===== src/rtl/dff_mon_pkg.sv =====
// Shared types and limits for the single-bit flip-flop monitor.
package dff_mon_pkg;

  typedef enum logic [1:0] {
    WARMUP = 2'd0,
    CHECK  = 2'd1,
    HALT   = 2'd2
  } mon_state_t;

  localparam int LATENCY_MAX = 8;

  // Value the warm-up edge counter holds on the edge where the history tail becomes valid.
  function automatic logic [3:0] warm_last(input int latency);
    return 4'(latency - 1);
  endfunction

endpackage


===== src/rtl/bit_delay_line.sv =====
// Delays a single bit by DEPTH edges and tracks which stages hold captured data.
module bit_delay_line #(
  parameter int DEPTH = 1
) (
  input  logic clk,
  input  logic reset,
  input  logic clr,
  input  logic din,
  output logic dout,
  output logic valid
);

  logic [DEPTH-1:0] hist_reg;
  logic [DEPTH-1:0] vld_reg;
  logic [DEPTH-1:0] hist_next;
  logic [DEPTH-1:0] vld_next;

  generate
    if (DEPTH == 1) begin : g_single
      assign hist_next = din;
      assign vld_next  = 1'b1;
    end else begin : g_chain
      assign hist_next = {hist_reg[DEPTH-2:0], din};
      assign vld_next  = {vld_reg[DEPTH-2:0], 1'b1};
    end
  endgenerate

  always_ff @(posedge clk or negedge reset) begin
    if (!reset) begin
      hist_reg <= '0;
      vld_reg  <= '0;
    end else if (clr) begin
      hist_reg <= '0;
      vld_reg  <= '0;
    end else begin
      hist_reg <= hist_next;
      vld_reg  <= vld_next;
    end
  end

  assign dout  = hist_reg[DEPTH-1];
  assign valid = vld_reg[DEPTH-1];

endmodule


===== src/rtl/dff_monitor.sv =====
// Checks that q_obs equals d_obs delayed by LATENCY edges; keeps sample, error and first-failure records.
module dff_monitor
  import dff_mon_pkg::*;
#(
  parameter int LATENCY     = 1,
  parameter int CNT_W       = 16,
  parameter bit STOP_ON_ERR = 1'b0
) (
  input  logic             clk,
  input  logic             reset,
  input  logic             clr,
  input  logic             en,
  input  logic             d_obs,
  input  logic             q_obs,
  output logic [CNT_W-1:0] sample_count,
  output logic [CNT_W-1:0] err_count,
  output logic [CNT_W-1:0] first_err_idx,
  output logic             error,
  output logic             halted,
  output logic             ready
);

  generate
    if (LATENCY < 1 || LATENCY > LATENCY_MAX) begin : g_bad_latency
      $error("dff_monitor: LATENCY must be within 1..LATENCY_MAX");
    end
  endgenerate

  logic       expected;
  logic       hist_valid;
  logic       compare;
  logic       mismatch;
  mon_state_t state_reg;
  mon_state_t state_next;
  logic [3:0] warm_cnt_reg;
  logic [3:0] warm_cnt_next;

  logic [CNT_W-1:0] sample_count_reg;
  logic [CNT_W-1:0] err_count_reg;
  logic [CNT_W-1:0] first_err_idx_reg;
  logic             error_reg;

  bit_delay_line #(
    .DEPTH(LATENCY)
  ) u_hist (
    .clk  (clk),
    .reset(reset),
    .clr  (clr),
    .din  (d_obs),
    .dout (expected),
    .valid(hist_valid)
  );

  assign compare = (state_reg == CHECK) && en && hist_valid;

  // Written as if/else so an X or Z on q_obs falls into the mismatch branch in simulation.
  always_comb begin
    mismatch = 1'b0;
    if (compare) begin
      if (q_obs == expected) mismatch = 1'b0;
      else                   mismatch = 1'b1;
    end
  end

  // The warm-up counter lets CHECK begin on the same edge the history tail becomes valid.
  always_comb begin
    state_next    = state_reg;
    warm_cnt_next = warm_cnt_reg;
    case (state_reg)
      WARMUP: begin
        if (warm_cnt_reg == warm_last(LATENCY)) state_next = CHECK;
        else                                    warm_cnt_next = warm_cnt_reg + 4'd1;
      end
      CHECK:   if (STOP_ON_ERR && mismatch) state_next = HALT;
      HALT:    state_next = HALT;
      default: state_next = WARMUP;
    endcase
    if (clr) begin
      state_next    = WARMUP;
      warm_cnt_next = '0;
    end
  end

  always_ff @(posedge clk or negedge reset) begin
    if (!reset) begin
      state_reg    <= WARMUP;
      warm_cnt_reg <= '0;
    end else begin
      state_reg    <= state_next;
      warm_cnt_reg <= warm_cnt_next;
    end
  end

  always_ff @(posedge clk or negedge reset) begin
    if (!reset) begin
      sample_count_reg  <= '0;
      err_count_reg     <= '0;
      first_err_idx_reg <= '0;
      error_reg         <= 1'b0;
    end else if (clr) begin
      sample_count_reg  <= '0;
      err_count_reg     <= '0;
      first_err_idx_reg <= '0;
      error_reg         <= 1'b0;
    end else if (compare) begin
      if (sample_count_reg != '1) sample_count_reg <= sample_count_reg + 1'b1;
      if (mismatch) begin
        if (err_count_reg != '1) err_count_reg <= err_count_reg + 1'b1;
        if (!error_reg) first_err_idx_reg <= sample_count_reg;
        error_reg <= 1'b1;
      end
    end
  end

  assign sample_count  = sample_count_reg;
  assign err_count     = err_count_reg;
  assign first_err_idx = first_err_idx_reg;
  assign error         = error_reg;
  assign halted        = (state_reg == HALT);
  assign ready         = (state_reg != WARMUP);

endmodule


===== config.mk =====
export PLATFORM = sky130hd
export DESIGN_NAME = dff_monitor
export DESIGN_NICKNAME = d
export VERILOG_FILES = /design/src/rtl/dff_mon_pkg.sv /design/src/rtl/bit_delay_line.sv /design/src/rtl/dff_monitor.sv
export SDC_FILE = /design/constraint.sdc
export NUM_CORES = 1
export LEC_CHECK = 0
export CAP_MARGIN = 5
export CORE_MARGIN = 5
export CORE_UTILIZATION = 50
export CTS_CLUSTER_SIZE = 24
export DETAILED_ROUTE_END_ITERATION = 8
export GPL_ROUTABILITY_DRIVEN = 0
export PLACE_DENSITY = 0.79
export SYNTH_ARGS = -nofsm -noshare
export SYNTH_HDL_FRONTEND = slang
export SYNTH_SLANG_ARGS = --single-unit

===== constraint.sdc =====
create_clock -name clk -period 5.1 [get_ports clk]
set_input_delay 1.02 -clock clk [delete_from_list [all_inputs] [get_ports clk]]
set_output_delay 1.02 -clock clk [all_outputs]
set_load 0.1 [all_outputs]

After elaboration in Yosys (flattened, before gate mapping)
Cells that the tools add are included.
Widths: inputs -> output; s select.
{"block": "word_totals", "regBits": 57, "out_inout_bits": 51, "wordCells": 60}
{"block": "op_classes", "add_sub_neg": 3, "n_eq_ne": 9, "n_mux": 24, "reduce_logical": 16}
{"op": "$mux 16", "n": 11}
{"op": "$add 16x1->16 const B", "n": 2}
{"op": "$ne 16x16->1 const B", "n": 2}
{"op": "$mux 4", "n": 3}
{"op": "$reduce_bool 2->1", "n": 6}
{"op": "$reduce_and 2->1", "n": 4}
{"op": "$mux 1", "n": 7}
{"op": "$ne 2x2->1 const B", "n": 3}
{"op": "$pmux 2 s3", "n": 1}
{"op": "$reduce_and 3->1", "n": 2}
{"op": "$add 4x1->4 const B", "n": 1}
{"op": "$logic_not 4->1", "n": 1}
{"op": "$mux 2", "n": 2}
{"op": "$ne 3x3->1 const B", "n": 1}
{"op": "$eq 2x1->1 const B", "n": 1}
{"op": "$eq 2x2->1 const B", "n": 1}
{"op": "$logic_and 1x1->1", "n": 2}
{"op": "$logic_not 2->1", "n": 1}
{"op": "$eq 1x1->1", "n": 1}

Depth between registers and ports, before layout
Gate-level depths: netlist (run 1).
{"block": "depth", "depth_word": 7, "depth_mapped": 7}

Hierarchy
From an unflattened synthesis (run 1), not the netlist that was laid out.
{"block": "unflattened", "cells_unflattened": 258, "area_unflattened_um2": 2962.8}
{"module": "dff_monitor", "cells_per_inst": 254, "n_inst": 1, "area_per_inst_um2": 2902.8, "seq_area_each_um2": 1376.3}
{"module": "bit_delay_line", "cells_per_inst": 4, "n_inst": 1, "area_per_inst_um2": 60.1, "seq_area_each_um2": 50.0}

Worst setup path after synthesis (run 1)
No wires, ideal clock.
{"block": "synth_timing", "kind": "register to output", "startpoint": "register state_reg[0]", "endpoint": "output halted", "t_required_ns": 4.080, "path_stages_with_launch": 2, "path_slack_ns": 2.324, "arrival_ns": 1.756, "cell_sequence": "dfrtp_1 > nor2b_1"}
{"block": "synth_via", "elab_chain_len": 1}
{"item": "start: declaration", "line": "dff_monitor.sv:33", "text": "mon_state_t state_reg;"}
{"item": "start signal: assignment", "line": "dff_monitor.sv:89", "text": "state_reg <= state_next;"}
{"item": "$eq 2x2->1", "line": "dff_monitor.sv:119", "text": "assign halted = (state_reg == HALT);"}
{"item": "end: declaration", "line": "dff_monitor.sv:19", "text": "output logic halted,"}
Every way passes these cells.

Final worst setup path (run 1)
Same ends and word-level chain as after synthesis.

==> summary.md, run 1 <==
| Metric | Value |
|---|---|
| Final HPWL DP | ~4.0 mm |
| Count leader, synth | dfrtp_1 |
| Setup TNS | 0 ps |
| CP Cell Sequence | nor2b_1 > clkdlybuf4s50_1 |
| Critical path peak fanout | 5 |
| CP Class | reg2out |
| Final setup fails | 0 |
| CP Data Required Time | ~4100 ps |
| CTS tree | built |
| Final hold viol count | 0 |
| Synth top area cells | dfrtp_1 (54%), a22o_1 (5.3%), xor2_1 (5.3%) |
| Fillers | between 400 and 500 |
| Placed instance count | 365 |
| Max clock buf depth | 2 |
| Total setup buffers inserted after CTS | 0 |
| Finished Layout Cells | between 300 and 400 |
| Min Tclk post-route | 3070 ps |
| Initial Util | between 50% and 60% |
| Worst VDD drop | 0.151 mV |
| Total Routing Usage GR | around a fifth |
| ANT nets after route | 0 |
| Final worst-path cycle share | between 60 and 70% |
| Chip height | approximately 83 microns |
| Power, Total | between 0.9 and 1 mW |
| FP Rows | 26 |
| Top cells by count, synth | dfrtp_1 (57), nor2_1 (26), a22o_1 (16), xor2_1 (16), nand4_1 (15) |
| CP Capture Type | primary output |
| Pleak | 1.48 nW |
| Slowest CP cell | clkdlybuf4s50_1 |
| Clock-pin transition on the worst setup and hold timing paths | roughly 60 ps |
| Worst min path class | reg2reg |
| # resized after CTS | 0 |
| Status | completed |
| Average size of a mapped cell | between 10 and 15 sq um |
| Netlist Area Pre-Place | ~2600 sq um |
| Iteration-0 DRC Markers | 171 |
| Worst EP arrival | 2050 ps |
| Unrepaired setup endpoints after global routing | false |
| Antenna Cells | 0 |
| Vias in the first global route | 2008 |
| Global-route wire length before repair | 9.91 mm |
| Largest net degree at the start of global routing | 58 |
| Via count | about 2100 |
| Worst setup SP type | flip-flop |
| # DRC | 0 |
| Drt first pass iters | 4 |
| Max Cap Violations | 0 |
| H-tree lvl count | 3 |
| WL per Instance | about 16 microns |
| Slew Viols, Final | 0 |
| Post-synth top flop | dfrtp_1 |
| Yosys warning count | 0 |
| CTS root buf | clkbuf_8 |
| Initial antenna violation count | 0 |
| Yosys top cell area share | between 50% and 60% |
| Worst skew pair latency | roughly 330 ps |
| Area Growth Syn to Fin | 31.2% |
| Vias/cell | roughly 5.5 |
| Slowest stage delay, CP | 1150 ps |
| FMAX | approximately 330 MHz |
| Syn Nets | ~250 |
| Final Skew | between 7 and 8 ps |
| Number of CTS-inserted buffers | 9 |
| Post-synth EDFFs | 0 |
| Clock tree sinks | 57 |
| Layout Nets | 316 |
| Boundary Pins | 57 |
| Detailed-route wire length | ~6 mm |
| Flops & latches, synth | 57 |
| Post-synth ARST share | 100% |
| Area of the core | ~5000 sq um |
| Seq/Total Area, Yosys | a little over half |
| Global route overflow | 0 |
| Share of layout cells above drive strength 1 | under 10% |
| Die Area | approximately 7000 sq um |
| Post-synth top area cell | dfrtp_1 |
| Rel. slew slack | between 20% and 30% |
| Power Dens Cells | 262 nW/um^2 |
| Distinct cells, synth | 34 |
| Worst Tran Pin Value | approximately 1100 ps |
| PortBufs | 56 |
| Mapped Cells | around 240 |
| Post-CTS Hold Fix Bufs | 0 |
| Die W | 82.7 microns |
-- final cells by class --
type	instances	area (sq um)	area share (%)
Clock inverter	2	10.0	0.289
Multi-Input combinational cell	174	1160	33.5
Timing Repair Buffer	59	578	16.7
Sequential cell	57	1430	41.2
Clock buffer	14	183	5.27
Inverter	5	18.8	0.542
Tap cell	70	87.6	2.53
-- path summary, 6_finish.rpt --
kind | startpoint | to | slack (ps) | cells after the start
max in group asynchronous | reset | err_count[3] | 3820 | 2
setup / recovery | state_reg[0] | halted | 2030 | 2
hold / removal | state_reg[1] | state_reg[0] | 490 | 1
hold reg to reg | state_reg[1] | state_reg[0] | 490 | 1
min in group asynchronous | reset | first_err_idx[3] | 820 | 2
setup reg to reg | state_reg[1] | sample_count[7] | 2860 | 5
-- worst max-delay path: cells and delay by family (launching register included) --
family                 cells  cell delay, ps
buffers and inverters      1            1150
DFF                        1             420
and+or+nand+nor            1             150
-- layout by cell type (no fill, tap or decap), types with 2 or more instances in the layout --
cell type         n
a21oi_1          11
a22o_1           16
and2_1            2
and3_1            4
and4_1            4
buf_4             3
clkbuf_8         13
clkdlybuf4s50_1  55
clkinv_2          2
dfrtp_1          57
ha_1              4
inv_1             5
mux2i_1           7
nand2_1          13
nand3_1          11
nand4_1          15
nor2_1           26
nor2b_1           2
nor3_1            6
nor4_2            3
o21ai_0          11
xnor2_1          10
xor2_1           16
-- routing by layer --
metal	share of wire, %	track usage, %	vias up	routed length (microns)
met3	6.8	4.34	8	406
met1	45	26.7	1022	2670
met4	1.4	9.97	0	81
met2	47	29.1	75	2810
met5	0	0	-	0
li1	-	-	1004	-
-- cells by family after synthesis --
group,synth area share [%]
DFF,54.0
xor gates and xnor gates,9.24
buffers and inverters,1.99
muxes,2.65
and+or+nand+nor,19.9
adders and majority gates,1.89
AOI/OAI and AO/OA,10.3
-- power breakdown --
group | total [mW] | internal, mW | leakage [nW] | switching [mW]
logic | 0.0503 | 0.0120 | 0.584 | 0.0383
registers | 0.458 | 0.455 | 0.790 | 0.00344
clock network | 0.399 | 0.228 | 0.102 | 0.171
total | 0.907 | 0.695 | 1.48 | 0.212
-- metrics by stage --
| step | hold slack [ps] | cell area (sq um) | setup slack [ps] | utilization (%) |
|---|---|---|---|---|
| 2_1_floorplan | 442 | 2640 | 2320 | - |
| 3_3_place_gp | 479 | 3270 | 1970 | 64.1 |
| 3_5_place_dp | 490 | 3270 | 1860 | 64.1 |
| 4_1_cts | 496 | 3470 | 2000 | 67.9 |
| 5_1_grt | 515 | 3470 | 1900 | 67.9 |
| 6_report | 487 | 3470 | 2030 | 67.9 |
No activity file was read; power rests on OpenSTA's default activity.
==> run 2, diff against run 1 <==
- CORE_UTILIZATION: 50 -> 45
- PLACE_DENSITY: 0.79 -> 0.75
- clock period: 5.1 -> 2.61 ns (I/O delays scaled with it)
==> summary.md, run 2 (synthesis gave the netlist of run 1 again) <==
| Metric | Value |
|---|---|
| CTS root buf | clkbuf_8 |
| Max clock buf depth | 2 (unchanged) |
| Power, Total | 1.73 mW (+90%) |
| Chip height | 86.6 microns (+4.8%) |
| Worst setup SP type | flip-flop |
| Layout Nets | 321 (+1.6%) |
| Clock tree sinks | 57 (unchanged) |
| Area Growth Syn to Fin | 27.8% |
| Worst r2r src | err_count[0] |
| Boundary Pins | 57 (unchanged) |
| Logic gate share of total power | 6.1% (+0.6 points) |
| Worst EP arrival | 2230 ps (+180 ps) |
| Unrepaired setup endpoints after global routing | false |
| Pleak | 1.60 nW (+8.4%) |
| Detailed-route wire length | 5.93 mm (-0.79%) |
| Critical path peak fanout | 13 (+8) |
| Final Skew | 6.79 ps (-1.05 ps) |
| Worst min path class | in2async |
| Initial antenna violation count | 0 (unchanged) |
| Largest net degree at the start of global routing | 31 (-47%) |
| Critical path startpoint | err_count[0] |
| Clock-pin transition on the worst setup and hold timing paths | 60 ps (about the same) |
| Min Tclk post-route | 2010 ps |
| Die Area | 7500 sq um (+9.7%) |
| FP Rows | 28 (+7.7%) |
| Share of power burned in registers | 51.8% (+1.3 points) |
| Post-CTS Hold Fix Bufs | 0 (unchanged) |
| Vias/cell | 5.39 (-2.6%) |
| CP Capture Type | flip-flop |
| Utilization after layout | 58.0% (-9.8 points) |
| Int Pwr | 1.31 mW (+88%) |
| Slew Viols, Final | 0 (unchanged) |
| # DRC | 0 (unchanged) |
| Antenna Cells | 0 (unchanged) |
| CP Data Required Time | 2830 ps (-1250 ps) |
| Final worst-path cycle share | 76.9% |
| Die W | 86.6 microns (+4.8%) |
| WL per Instance | 15.2 microns (-3.3%) |
| H-tree lvl count | 3 (unchanged) |
| Iteration-0 DRC Markers | 90 (-47%) |
| Sw Ratio | 24.3% (+0.84 points) |
| Worst skew pair latency | 330 ps (about the same) |
| # resized after CTS | 0 (unchanged) |
| Final setup fails | 0 (unchanged) |
| Worst VDD drop | 0.329 mV (+120%) |
| Most frequent cells in the layout | buf_4 (58), dfrtp_1 (57), nor2_1 (26) |
| Final hold viol count | 0 (unchanged) |
| ANT nets after route | 0 (unchanged) |
| Area of the core | 5820 sq um (+14%) |
| Setup TNS | 0 ps (unchanged) |
| Vias in the first global route | 2073 (+3.2%) |
| Global route overflow | 0 (unchanged) |
| PortBufs | 56 (unchanged) |
| Clk pwr share | 42.1% (-1.8 points) |
| Drt first pass iters | 4 (unchanged) |
| Share of layout cells above drive strength 1 | 25.9% (+17 points) |
| Max Cap Violations | 0 (unchanged) |
| CTS tree | built |
| Final HPWL DP | 4.21 mm (+6.0%) |
| Via count | 2107 (-0.095%) |
| Number of CTS-inserted buffers | 9 (unchanged) |
| FMAX | around 500 MHz |
| Rel. slew slack | 56.9% (+28 points) |
| Total Routing Usage GR | 17.2% (-2.3 points) |
| Worst Tran Pin Value | 647 ps (-410 ps) |
| Final design area excluding fillers | 3380 sq um (-2.6%) |
| Switching Power | 0.419 mW (+97%) |
| WHS | 209 ps (-277 ps) |
| Status | completed |
| CP Class | reg2reg |
| Placed standard-cell area | 3200 sq um (-2.2%) |
| Initial Util | 45.4% (-6.3 points) |
| Power Dens Cells | 512 nW/um^2 (+95%) |
| Total setup buffers inserted after CTS | 0 (unchanged) |
| Commonest non-fill, non-tap cell in the layout | buf_4 |
| Global-route wire length before repair | 9.94 mm (+0.34%) |
| Fillers | 526 (+31%) |
[run 2: cell types whose count changed in the layout (fill, tap and decap cells not counted)]
cell,previous run,this run
clkbuf_8,13,11
clkbuf_1,1,2
clkinv_2,2,3
buf_12,0,1
clkdlybuf4s50_1,55,4
buf_4,3,58
[run 2: metrics by stage]
stage          worst slack, ps  instances
5_1_grt                    518        391
3_5_place_dp               363        375
3_3_place_gp               398        375
4_1_cts                    602        391
6_report                   602        391
2_1_floorplan              118        244
[run 2: final timing paths]
path | cells past startpoint | end | slack, ps
setup / recovery | 6 | err_count[1] | 600
hold / removal | 1 | first_err_idx[3] | 210
setup reg to reg | 6 | err_count[1] | 600
hold reg to reg | 1 | state_reg[0] | 490
max in group asynchronous | 2 | err_count[2] | 1810
min in group clk | 1 | state_reg[0] | 490
[run 2: worst max-delay path: stages, from the launching register on]
cell	delay, ps
dfrtp_1	430
ha_1	200
nand3_1	180
or4_4	660
and2_4	220
mux2i_1	160
nor2_1	50
[run 2: routing by layer]
metal	global-route usage, %	wire [microns]
met2	27.1	2810
met1	21.5	2660
met5	0	0
met4	7.79	116
met3	5.99	345
[run 2: area by class of cell]
| cell class | count | area (sq um) | share of cell area (%) |
|---|---|---|---|
| Clock buffer | 13 | 159 | 4.71 |
| Clock inverter | 3 | 15.0 | 0.445 |
| Multi-Input combinational cell | 174 | 1160 | 34.4 |
| Timing Repair Buffer | 64 | 500 | 14.8 |
| Sequential cell | 57 | 1430 | 42.3 |
| Tap cell | 75 | 93.8 | 2.78 |
| Inverter | 5 | 18.8 | 0.556 |
[run 2: power by group through the flow]
stage	combinational (mW)	sequential (mW)	clock [mW]
floorplan	0.0380	0.931	0
global placement	0.105	0.911	0
detailed placement	0.107	0.911	0
CTS	0.107	0.895	0.745
global route	0.115	0.895	0.792
finish	0.105	0.895	0.727
==> run 3, diff against run 2 <==
- clock period: 2.61 -> 1.7 ns (I/O delays scaled with it)
==> summary.md, run 3 (synthesis gave the netlist of run 1 again) <==
| Metric | Value |
|---|---|
| Status | finished, violations left |
| Failing checks | negative setup slack |
| Area Growth Syn to Fin | 72.7% |
| Final setup margin | -33.6 ps (-636 ps) |
| Max clock buf depth | 2 (unchanged) |
| Boundary Pins | 57 (unchanged) |
| CP Capture Type | flip-flop |
| Placed standard-cell area | 4220 sq um (+32%) |
| Worst skew pair latency | 350 ps (+20 ps) |
| CTS root buf | clkbuf_8 |
| Unrepaired setup endpoints after global routing | true |
| Clock tree sinks | 57 (unchanged) |
| Number of CTS-inserted buffers | 9 (unchanged) |
| Chip height | 86.6 microns (unchanged) |
| Multi-input gate area | 1290 sq um (+11%) |
| Most frequent cells in the layout | buf_12 (53), buf_4 (35), dfrtp_1 (26) |
| WHS | 426 ps (+217 ps) |
| Pleak | 1.89 nW (+18%) |
| Max Cap Violations | 0 (unchanged) |
| Register area | 1510 sq um (+5.5%) |
| Bufs and invs on worst path | 0 (unchanged) |
| Rel. slew slack | 74.1% (+17 points) |
| Min Tclk post-route | 1730 ps (-274 ps) |
| Drt first pass iters | 4 (unchanged) |
| Final worst-path cycle share | 102% (+25 points) |
| Initial Util | 45.4% (unchanged) |
| CP top delay family | simple AND/OR/NAND/NOR gates |
| Iteration-0 DRC Markers | 106 (+18%) |
| Largest net degree at the start of global routing | 45 (+45%) |
| WL per Instance | 17.4 microns (+15%) |
| Area of the core | 5820 sq um (unchanged) |
| CP Data Required Time | 1930 ps (-900 ps) |
| Detailed-route wire length | 7.37 mm (+24%) |
| Vias/cell | 5.58 (+3.6%) |
| Layout Nets | 354 (+10%) |
| Slew Viols, Final | 0 (unchanged) |
| FP Rows | 28 (unchanged) |
| Final hold viol count | 0 (unchanged) |
| Die Area | 7500 sq um (unchanged) |
| Share of layout cells above drive strength 1 | 46.4% (+20 points) |
| Slowest CP cell | or4_4 |
| Worst Tran Pin Value | 385 ps (-262 ps) |
| ANT nets after route | 0 (unchanged) |
| Final Skew | 12.1 ps (+5.31 ps) |
| Clock-pin transition on the worst setup and hold timing paths | 70 ps (about the same) |
| PortBufs | 56 (unchanged) |
| CP Cell Sequence | ha_4 > nand3_4 > or4_4 > and2_4 > mux2i_1 > nor2_1 |
| Worst VDD drop | 0.522 mV (+59%) |
| Worst setup SP type | flip-flop |
| Global-route wire length before repair | 12.1 mm (+22%) |
| Worst min path class | in2async |
| Final HPWL DP | 5.10 mm (+21%) |
| Worst EP arrival | 1960 ps (-270 ps) |
| Final design area excluding fillers | 4560 sq um (+35%) |
| Vias in the first global route | 2442 (+18%) |
| Total Routing Usage GR | 20.7% (+3.5 points) |
| CTS tree | built |
| CP Class | reg2reg |
| Slowest stage delay, CP | 580 ps (-80 ps) |
| H-tree lvl count | 3 (unchanged) |
| Final setup fails | 5 (+5) |
| FMAX | 577 MHz (+16%) |
| Critical path peak fanout | 6 (-7) |
| Power Dens Cells | 689 nW/um^2 (+35%) |
| Fillers | 354 (-33%) |
| Power, Total | 3.14 mW (+82%) |
| Antenna Cells | 0 (unchanged) |
| Commonest non-fill, non-tap cell in the layout | buf_12 |
| # DRC | 0 (unchanged) |
| Global route overflow | 0 (unchanged) |
| Die W | 86.6 microns (unchanged) |
| Via count | 2367 (+12%) |
| Initial antenna violation count | 0 (unchanged) |
## run 3: worst paths after layout
path,startpoint,endpoint,slack [ps],depth (start not counted)
max in group asynchronous,reset,err_count[6],690,3
setup reg to reg,err_count[0],err_count[1],-30,6
setup / recovery,err_count[0],err_count[1],-30,6
hold reg to reg,state_reg[1],state_reg[0],550,2
hold / removal,reset,first_err_idx[4],430,2
min in group clk,state_reg[1],state_reg[0],550,2
## run 3: through the flow
step,TNS (ps),cells,setup slack [ps],util (%)
final,-71.2,424,-33.6,78.4
after detailed placement,-10510,403,-365,72.5
after global routing,-682,424,-93.6,78.4
after CTS,-9.01,421,-9.01,77.0
after global placement,-9150,403,-336,72.5
after floorplan,-1690,244,-198,-
## run 3: metal layers
layer  vias up  GRT usage (%)  wire (microns)
met5         -              0               0
met4         0           7.93             110
met2        82           34.7            3810
met1      1189           25.0            3070
li1       1081              -               -
met3        15           6.56             379
## run 3: final cells by class
class                           instances  share of cell area [%]
Clock buffer                           11                    2.88
Clock inverter                          5                    2.28
Multi-Input combinational cell        174                    28.3
Sequential cell                        57                    33.0
Inverter                                5                   0.412
Tap cell                               75                    2.06
Timing Repair Buffer                   97                    31.1
## run 3: repair_timing
| action | 4_1_cts | 5_1_grt |
|---|---|---|
| resized for setup | 2 | 11 |
| buffers inserted | 1 | 3 |
| hold endpoints to repair | 13 | 0 |
| pin swaps | 0 | 9 |
| hold buffers | 1 | 0 |
| endpoints found under the setup margin | 7 | 14 |
## run 3: where the power goes
group	switching (mW)	internal, mW	leakage [nW]
clock	0.576	0.975	0.118
sequential	0.0119	1.37	0.733
combinational	0.134	0.0822	1.04
